===== src/rtl/mul_req_arbiter_ctrl.sv =====
// Two-requester round-robin controller for the repeated-addition multiplier datapath.
// Loads A and B, clears P, accumulates until eqz, then returns the product with a done pulse.
module mul_req_arbiter_ctrl #(
  parameter int unsigned W = 16
) (
  input  logic         clk,
  input  logic         rst,
  input  logic         req0,
  input  logic [W-1:0] a0,
  input  logic [W-1:0] b0,
  input  logic         req1,
  input  logic [W-1:0] a1,
  input  logic [W-1:0] b1,
  output logic         done0,
  output logic         done1,
  output logic [W-1:0] result,
  output logic         busy,
  output logic         ldA,
  output logic         ldB,
  output logic         ldP,
  output logic         clrP,
  output logic         decB,
  output logic [W-1:0] data_in,
  input  logic         eqz,
  input  logic [W-1:0] prod
);

  typedef enum logic [2:0] {
    IDLE   = 3'd0,
    LOAD_A = 3'd1,
    LOAD_B = 3'd2,
    ADD    = 3'd3,
    DONE   = 3'd4
  } state_t;

  state_t       state_q, state_d;
  logic         gnt_q, gnt_d;
  logic         last_q, last_d;
  logic [W-1:0] result_q, result_d;
  logic [W-1:0] data_in_q, data_in_d;
  logic         ld_a_q, ld_a_d;
  logic         ld_b_q, ld_b_d;
  logic         clr_p_q, clr_p_d;
  logic         busy_q, busy_d;
  logic         done0_q, done0_d;
  logic         done1_q, done1_d;

  // Next state, arbitration, and Moore outputs derived from the next state
  always_comb begin
    state_d  = state_q;
    gnt_d    = gnt_q;
    last_d   = last_q;
    result_d = result_q;
    unique case (state_q)
      IDLE: begin
        if (req0 || req1) begin
          gnt_d   = (req0 && req1) ? ~last_q : req1;
          last_d  = gnt_d;
          state_d = LOAD_A;
        end
      end
      LOAD_A: state_d = LOAD_B;
      LOAD_B: state_d = ADD;
      ADD: begin
        if (eqz) begin
          result_d = prod;
          state_d  = DONE;
        end
      end
      DONE:    state_d = IDLE;
      default: state_d = IDLE;
    endcase

    ld_a_d  = (state_d == LOAD_A);
    ld_b_d  = (state_d == LOAD_B);
    clr_p_d = (state_d == LOAD_B);
    busy_d  = (state_d != IDLE);
    done0_d = (state_d == DONE) && !gnt_d;
    done1_d = (state_d == DONE) && gnt_d;
    if (state_d == LOAD_A)      data_in_d = gnt_d ? a1 : a0;
    else if (state_d == LOAD_B) data_in_d = gnt_d ? b1 : b0;
    else                        data_in_d = '0;
  end

  // last_q resets to 1 so requester 0 wins the first tie
  always_ff @(posedge clk or posedge rst) begin
    if (rst) begin
      state_q   <= IDLE;
      gnt_q     <= 1'b0;
      last_q    <= 1'b1;
      result_q  <= '0;
      data_in_q <= '0;
      ld_a_q    <= 1'b0;
      ld_b_q    <= 1'b0;
      clr_p_q   <= 1'b0;
      busy_q    <= 1'b0;
      done0_q   <= 1'b0;
      done1_q   <= 1'b0;
    end else begin
      state_q   <= state_d;
      gnt_q     <= gnt_d;
      last_q    <= last_d;
      result_q  <= result_d;
      data_in_q <= data_in_d;
      ld_a_q    <= ld_a_d;
      ld_b_q    <= ld_b_d;
      clr_p_q   <= clr_p_d;
      busy_q    <= busy_d;
      done0_q   <= done0_d;
      done1_q   <= done1_d;
    end
  end

  // Accumulate strobes are Mealy on eqz so the counter never decrements past zero
  assign ldP     = (state_q == ADD) && !eqz;
  assign decB    = (state_q == ADD) && !eqz;
  assign ldA     = ld_a_q;
  assign ldB     = ld_b_q;
  assign clrP    = clr_p_q;
  assign busy    = busy_q;
  assign done0   = done0_q;
  assign done1   = done1_q;
  assign result  = result_q;
  assign data_in = data_in_q;

endmodule


===== config.mk =====
export PLATFORM = sky130hd
export DESIGN_NAME = mul_req_arbiter_ctrl
export DESIGN_NICKNAME = d
export VERILOG_FILES = /design/src/rtl/mul_req_arbiter_ctrl.sv
export SDC_FILE = /design/constraint.sdc
export NUM_CORES = 1
export LEC_CHECK = 0
export ABC_CLOCK_PERIOD_IN_PS = 2300
export BUFFER_PORTS_ARGS = -buffer_cell sky130_fd_sc_hd__buf_4
export CELL_PAD_IN_SITES_DETAIL_PLACEMENT = 0
export CELL_PAD_IN_SITES_GLOBAL_PLACEMENT = 1
export CORE_MARGIN = 3
export CORE_UTILIZATION = 32
export CTS_BUF_LIST = sky130_fd_sc_hd__clkbuf_4
export CTS_CLUSTER_DIAMETER = 80
export DETAILED_ROUTE_END_ITERATION = 8
export GPL_ROUTABILITY_DRIVEN = 0
export PLACE_DENSITY_LB_ADDON = 0.25
export SYNTH_ARGS = -nofsm -noshare
export SYNTH_HDL_FRONTEND = slang
export SYNTH_SLANG_ARGS = --single-unit

===== constraint.sdc =====
create_clock -name clk -period 2.3 [get_ports clk]
set_input_delay 0.46 -clock clk [delete_from_list [all_inputs] [get_ports clk]]
set_output_delay 0.46 -clock clk [all_outputs]
set_load 0.03 [all_outputs]

### Word-level counts from Yosys, hierarchy flattened

Cells that the tools add are included.

| cells by class | value |
|---|---|
| muxes and demuxes | 10 |
| equal/unequal tests | 6 |
| reductions and logical operators | 11 |
| bitwise operators | 1 |

Operator list:

| cell | count |
|---|---|
| $mux 16 | 4 |
| $pmux 3 s4 | 1 |
| $eq 3x2->1 const B | 3 |
| $eq 3x1->1 const B | 2 |
| $mux 3 | 2 |
| $logic_and 1x1->1 | 4 |
| $reduce_and 2->1 | 2 |
| $eq 3x3->1 const B | 1 |
| $logic_not 3->1 | 1 |
| $mux 1 | 3 |
| $reduce_bool 3->1 | 1 |
| $logic_not 1->1 | 2 |
| $logic_or 1x1->1 | 1 |
| $not 1->1 | 1 |

| storage, ports and cells | value |
|---|---|
| bits in registers | 42 |
| word-level logic and storage cells | 38 |

### Logic depth before layout (Yosys ltp)

Gate-level depths: netlist (run 1).

| depth | value |
|---|---|
| depth in word-level cells | 7 |
| depth in mapped cells | 6 |

### Least setup slack after synthesis (run 1)

No wires, ideal clock.

| timing | value |
|---|---|
| kind | reg-to-output |
| start | reg state_q[2] |
| end | out ldP |
| required time | 1.840 ns |
| data arrival time | 1.660 ns |
| cell stages (with the launch flop) | 4 |
| slack | 0.180 ns |
| path through | dfrtp_1 > nand2b_1 > nor3b_1 > buf_4 |

| on the way | value |
|---|---|
| cells in the longest elaborated chain, start to end | 2 |

Ends and longest elaborated chain:

| what | line | text |
|---|---|---|
| start, declared | 36 | `state_t state_q, state_d;` |
| start signal, assigned | 100 | `state_q <= state_d;` |
| $eq 3x2->1 | -- |  |
| $logic_and 1x1->1 | -- |  |
| end, declared | 20 | `output logic ldP,` |

No other way between the ends.

### Final worst setup path (run 1)

| timing | value |
|---|---|
| start | reg state_q[2] |
| end | out decB |

| on the way | value |
|---|---|
| cells in the longest elaborated chain, start to end | 2 |

Ends and longest elaborated chain:

| what | line | text |
|---|---|---|
| $eq 3x2->1 | 116 | `assign decB = (state_q == ADD) && !eqz;` |
| $logic_and 1x1->1 | 116 |  |
| end, declared | 22 | `output logic decB,` |

No other way between the ends.

==> run summary, run 1 <==
status: complete, no violations
top cell type's share of synthesized area: 53.77%
adder-cell share of the synthesized area: 0%
vias in the first global route: 1733
Critical-path top delay cell: dfrtp_1
Final Hold Vio Count: 0
Vias/cell: 4.923
Residual DRC: 0
crit path cell chain: nand2b_1 -> nor3b_1 -> buf_4
drt first-iter violations: 54
FMAX: 498.5 MHz
Worst-path clk slew: 120 ps
CTS tree: yes
RSZ-0062 raised after global routing: no
CP startpoint: state_q[2]$_DFF_PP0_
Post-Synth Simple-Gate Area: 4.393%
initial antenna violation count: 0
R2R Path Start: state_q[1]$_DFF_PP0_
Congestion Overflow GR: 0
routed length per instance: 15.63 um
Mapped Area: 0.001908 mm^2
final WL: 5.299 mm
Area growth syn-to-layout: 54.95%
first-pass GRT wire length: 8.521 mm
PortBufs: 124
Distinct cells, synth: 24
Initial Utilization: 33.82%
Synth Area in XOR/XNOR: 0%
CP Capture Type: output pin
largest family of logic cells by synthesized area: multiplexers
clock latency on the worst-skew pair: 340 ps
I/O pin count: 125
synthesized flop and latch total: 42
clk root buf: clkbuf_4
most frequent cells in the layout: buf_4 (131), dfrtp_1 (41), a32oi_1 (32), mux2_2 (16), mux2i_1 (16)
CP peak stage delay: 470 ps
pin slew with the least headroom to its limit: 586.2 ps
fillers: 520
Synth Net Count: 229
CP Launch Type: register
WP data arrival: 1550 ps
clock sink count: 42
mux contribution to synthesized area: 17.84%
antenna viol nets, final: 0
average size of a mapped cell: 13.25 um^2
aggregate global-route resource usage: 15.46%
# Max-Cap Violations: 0
compound-gate portion of the synthesized area: 16.59%
CTS max path bufs: 2
CP required: 1840 ps
nets: 351
postcts setup bufs: 0
via count: 1669
# diodes: 0
hold buffers post-CTS: 0
PD cells: 1234 mW/mm^2
die height: 83.22 um
cell taking the most area after synthesis: dfrtp_1
die area: 0.006926 mm^2
critical path type: reg2out
synth warn: 0
Seq/Total Area, Yosys: 55.15%
Peak supply drop: 0.0005685 V
Syn Inst Count: 144
Max H-tree Level: 2
core box area: 0.005642 mm^2
worst min-delay path class: in2async
CTS resizes: 0
Area contributors post-synth: dfrtp_1 (54%), a32oi_1 (15%), mux2_2 (9.4%), mux2i_1 (8.4%), clkbuf_1 (2.0%)
period utilization: 87.22%
total negative slack: 0 ps
most common cell after layout, fill and taps aside: buf_4
Final Skew: 6.934 ps
fin crit period: 2006 ps
largest net degree at the start of global routing: 34
total CTS buffers: 5
Die W: 83.22 um
FP Rows: 27
reg2reg path depth: 4
Max-slew headroom: 60.92%
final setup fails: 0
Final Power: 0.003648 W
critical path fanouts, max: 6
DP HPWL: 4.176 mm
Leak: 1.471 nW
max-slew violations: 0
Pre-Repair DR Iteration Count: 4
share of cells above drive strength 1: 59.93%
==> per-stage QoR <==
step                hold slack [ps]  util (%)  instances  area (um^2)  setup slack [ps]
floorplan                     523.8         -        144         1908             180.0
global placement              489.8     51.41        331         2900             511.4
detailed placement            494.9     51.41        331         2900             420.5
CTS                           138.9     52.41        339         2957             247.6
global route                  153.9     52.41        339         2957             59.23
finish                        125.7     52.41        339         2957             294.0
==> flip-flops by register name (all words and copies together) (netlist names) <==
| name | count |
|---|---|
| last_q | 1 |
| clrP | 1 |
| state_q | 3 |
| done1 | 1 |
| done0 | 1 |
| result | 16 |
| ldA | 1 |
| busy | 1 |
| gnt_q | 1 |
| data_in | 16 |
==> Yosys cell counts <==
cell / number
dfrtp_1: 41
a32oi_1: 33
mux2_2: 16
mux2i_1: 16
clkbuf_1: 10
inv_1: 4
nand2_1: 3
and2_1: 2
buf_4: 2
buf_6: 2
nor3b_1: 2
a21oi_1: 1
a32o_1: 1
buf_12: 1
buf_2: 1
dfstp_2: 1
nand2b_1: 1
nand4b_1: 1
nor2_1: 1
nor3_2: 1
o21ai_0: 1
o21bai_1: 1
or2_2: 1
or4b_1: 1
==> layer usage <==
metal	share of wire [%]	track usage, %	vias to the layer above
met5	0	0	-
met4	1.1	4.458	0
met3	11	7.738	4
met2	49	25.22	81
met1	39	17.85	774
li1	-	-	810
==> logic make-up (layout without fill, tap and decap cells) <==
family / count (synthesis) / after routing
flip-flops: 42 / 42
AO/OA/AOI/OAI: 37 / 37
multiplexers: 32 / 32
buffers and inverters: 20 / 143
AND/OR/NAND/NOR: 13 / 13
==> path summary, 6_finish.rpt <==
kind / slack, ps / endpoint
max: 290 / decB
min: 130 / result[10]$_DFFE_PP0P_
max reg2reg: 430 / data_in[12]$_DFF_PP0_
min reg2reg: 520 / result[9]$_DFFE_PP0P_
max in group asynchronous: 1570 / last_q$_DFFE_PP1P_
min in group clk: 340 / result[7]$_DFFE_PP0P_
==> report_power, final <==
| part | leakage, nW | internal, W | switching [W] |
|---|---|---|---|
| sequential | 0.526 | 0.00104 | 0.000161 |
| clock | 0.0338 | 0.000141 | 0.000220 |
| combinational | 0.911 | 0.000896 | 0.00119 |
| total | 1.47 | 0.00208 | 0.00157 |
==> critical path, delay by kind of cell, from the launching register on <==
family | cells | cell delay (ps)
buffers and inverters | 1 | 230
flip-flops | 1 | 470
AND/OR/NAND/NOR | 2 | 500
==> final cells by class <==
type                       instances  area [um^2]  area share [%]
tap                               72        90.09           3.047
clock inverter                     1        3.754          0.1270
clock buffer                       7        52.55           1.777
sequential                        42         1052           35.59
timing repair buffer             131        983.4           33.26
multi-input combinational         82        759.5           25.69
inverter                           4        15.01          0.5078
No activity file was read; power rests on OpenSTA's default activity.
==> run 2, diff against run 1 <==
Settings changed: RECOVER_POWER from default to 50.
==> run 2 against run 1 <==
Net effect:
- final area shrank 2.5%
- non-clock buffer count unchanged
- power is 2.2% lower
- fmax fell by 3.6%
- largest cell class unchanged
- sequential power barely moved
- core utilization down 1.3 points
- largest power group unchanged
- sequential share of layout area grew 0.91 points
- sequential cell count unchanged
- worst hold slack improved by 170 ps
- critical path type is now reg2reg
- register-to-register slack worse by 210 ps
==> run summary, run 2 (synthesized netlist as in run 1, its figures left out) <==
share of cells above drive strength 1: 52.43% (was 59.93%)
fin crit period: 2080 ps (was 2006 ps)
drt first-iter violations: 53 (was 54)
hold buffers post-CTS: 0 (unchanged)
CP Capture Type: register (was output pin)
# Max-Cap Violations: 0 (unchanged)
I/O pin count: 125 (unchanged)
most frequent cells in the layout: buf_4 (110), dfrtp_1 (41), a32oi_1 (32), clkbuf_1 (19) (was buf_4 (131), dfrtp_1 (41), a32oi_1 (32), mux2_2 (16), mux2i_1 (16))
Initial Utilization: 33.82% (unchanged)
Max-slew headroom: 37.98% (was 60.92%)
via count: 1672 (was 1669)
Max H-tree Level: 2 (unchanged)
period utilization: 90.44% (was 87.22%)
FP Rows: 27 (unchanged)
first-pass GRT wire length: 8.521 mm (unchanged)
Leak: 1.396 nW (was 1.471 nW)
CP required: 2520 ps (was 1840 ps)
Final Skew: 4.917 ps (was 6.934 ps)
max-slew violations: 0 (unchanged)
total CTS buffers: 5 (unchanged)
nets: 351 (unchanged)
RSZ-0062 raised after global routing: no (unchanged)
postcts setup bufs: 0 (unchanged)
antenna viol nets, final: 0 (unchanged)
core box area: 0.005642 mm^2 (unchanged)
CTS max path bufs: 2 (unchanged)
aggregate global-route resource usage: 15.46% (unchanged)
Vias/cell: 4.932 (was 4.923)
Pre-Repair DR Iteration Count: 4 (unchanged)
DP HPWL: 4.176 mm (unchanged)
Non-Filler Instances: 339 (unchanged)
largest net degree at the start of global routing: 34 (unchanged)
CP startpoint: state_q[1]$_DFF_PP0_ (was state_q[2]$_DFF_PP0_)
initial antenna violation count: 0 (unchanged)
WP data arrival: 2300 ps (was 1550 ps)
most common cell after layout, fill and taps aside: buf_4 (unchanged)
final setup fails: 0 (unchanged)
area of the multi-input gates: 759.5 um^2 (unchanged)
Peak supply drop: 0.0005678 V (was 0.0005685 V)
Congestion Overflow GR: 0 (unchanged)
routed length per instance: 15.63 um (about the same)
final WL: 5.298 mm (was 5.299 mm)
Residual DRC: 0 (unchanged)
CTS resizes: 0 (unchanged)
clock latency on the worst-skew pair: 340 ps (about the same)
Area growth syn-to-layout: 51.08% (was 54.95%)
PortBufs: 124 (unchanged)
pin slew with the least headroom to its limit: 930.3 ps (was 586.2 ps)
clk root buf: clkbuf_4 (unchanged)
FMAX: 480.8 MHz (was 498.5 MHz)
Placed Cells: 331 (unchanged)
Worst-path clk slew: 110 ps (was 120 ps)
CP Launch Type: register (unchanged)
critical path type: reg2reg (was reg2out)
die area: 0.006926 mm^2 (unchanged)
clock sink count: 42 (unchanged)
status: complete, no violations (unchanged)
fillers: 540 (was 520)
worst min-delay path class: in2async (unchanged)
R2R Path Start: state_q[1]$_DFF_PP0_ (unchanged)
CTS tree: yes (unchanged)
total negative slack: 0 ps (unchanged)
Die W: 83.22 um (unchanged)
# diodes: 0 (unchanged)
critical path fanouts, max: 19 (was 6)
Sequential cell area: 0.001052 mm^2 (unchanged)
vias in the first global route: 1733 (unchanged)
die height: 83.22 um (unchanged)
PD cells: 1238 mW/mm^2 (was 1234 mW/mm^2)
Final Hold Vio Count: 0 (unchanged)
run 2: where the power goes:
part           internal [W]  total, W  switching (W)
logic              0.000818   0.00201        0.00119
registers           0.00104   0.00120       0.000161
clock network      0.000141  0.000360       0.000219
total               0.00200   0.00357        0.00157
run 2: layer usage:
| layer | share of wire [%] | global-route usage [%] |
|---|---|---|
| met1 | 39 | 17.85 |
| met2 | 49 | 25.22 |
| met3 | 11 | 7.738 |
| met4 | 1.1 | 4.458 |
| met5 | 0 | 0 |
run 2: worst paths after layout:
check                      cells after the start  slack (ps)                     end
min in group clk                               2         340   result[5]$_DFFE_PP0P_
min                                            2         290  result[10]$_DFFE_PP0P_
max reg2reg                                    5         220   data_in[12]$_DFF_PP0_
max                                            5         220   data_in[12]$_DFF_PP0_
max in group asynchronous                      3        1070      last_q$_DFFE_PP1P_
min reg2reg                                    1         520   result[9]$_DFFE_PP0P_
run 2: through the flow:
| step | util [%] | cell area [um^2] | hold WS (ps) | setup WS (ps) | power, W |
|---|---|---|---|---|---|
| after CTS | 52.41 | 2957 | 138.9 | 247.6 | 0.003700 |
| after global routing | 51.10 | 2883 | 301.9 | 40.56 | 0.003800 |
| after floorplan | - | 1908 | 523.8 | 180.0 | 0.002626 |
| final | 51.10 | 2883 | 292.1 | 219.9 | 0.003569 |
| after detailed placement | 51.41 | 2900 | 494.9 | 420.5 | 0.003334 |
| after global placement | 51.41 | 2900 | 489.8 | 511.4 | 0.003310 |
run 2: layout make-up:
class                   instances  share of cell area, %
clock buffers                   7                  1.823
clock inverters                 1                 0.1302
inverters                       4                 0.5208
multi-input cells              82                  26.35
flip-flops and latches         42                  36.50
well taps                      72                  3.125
repair buffers                131                  31.55
run 2: worst max-delay path, stage by stage, from the launching register on:
cell,delay (ps)
dfrtp_1,490
nor3_4,240
clkbuf_1,580
a32oi_2,210
buf_4,270
mux2i_1,160
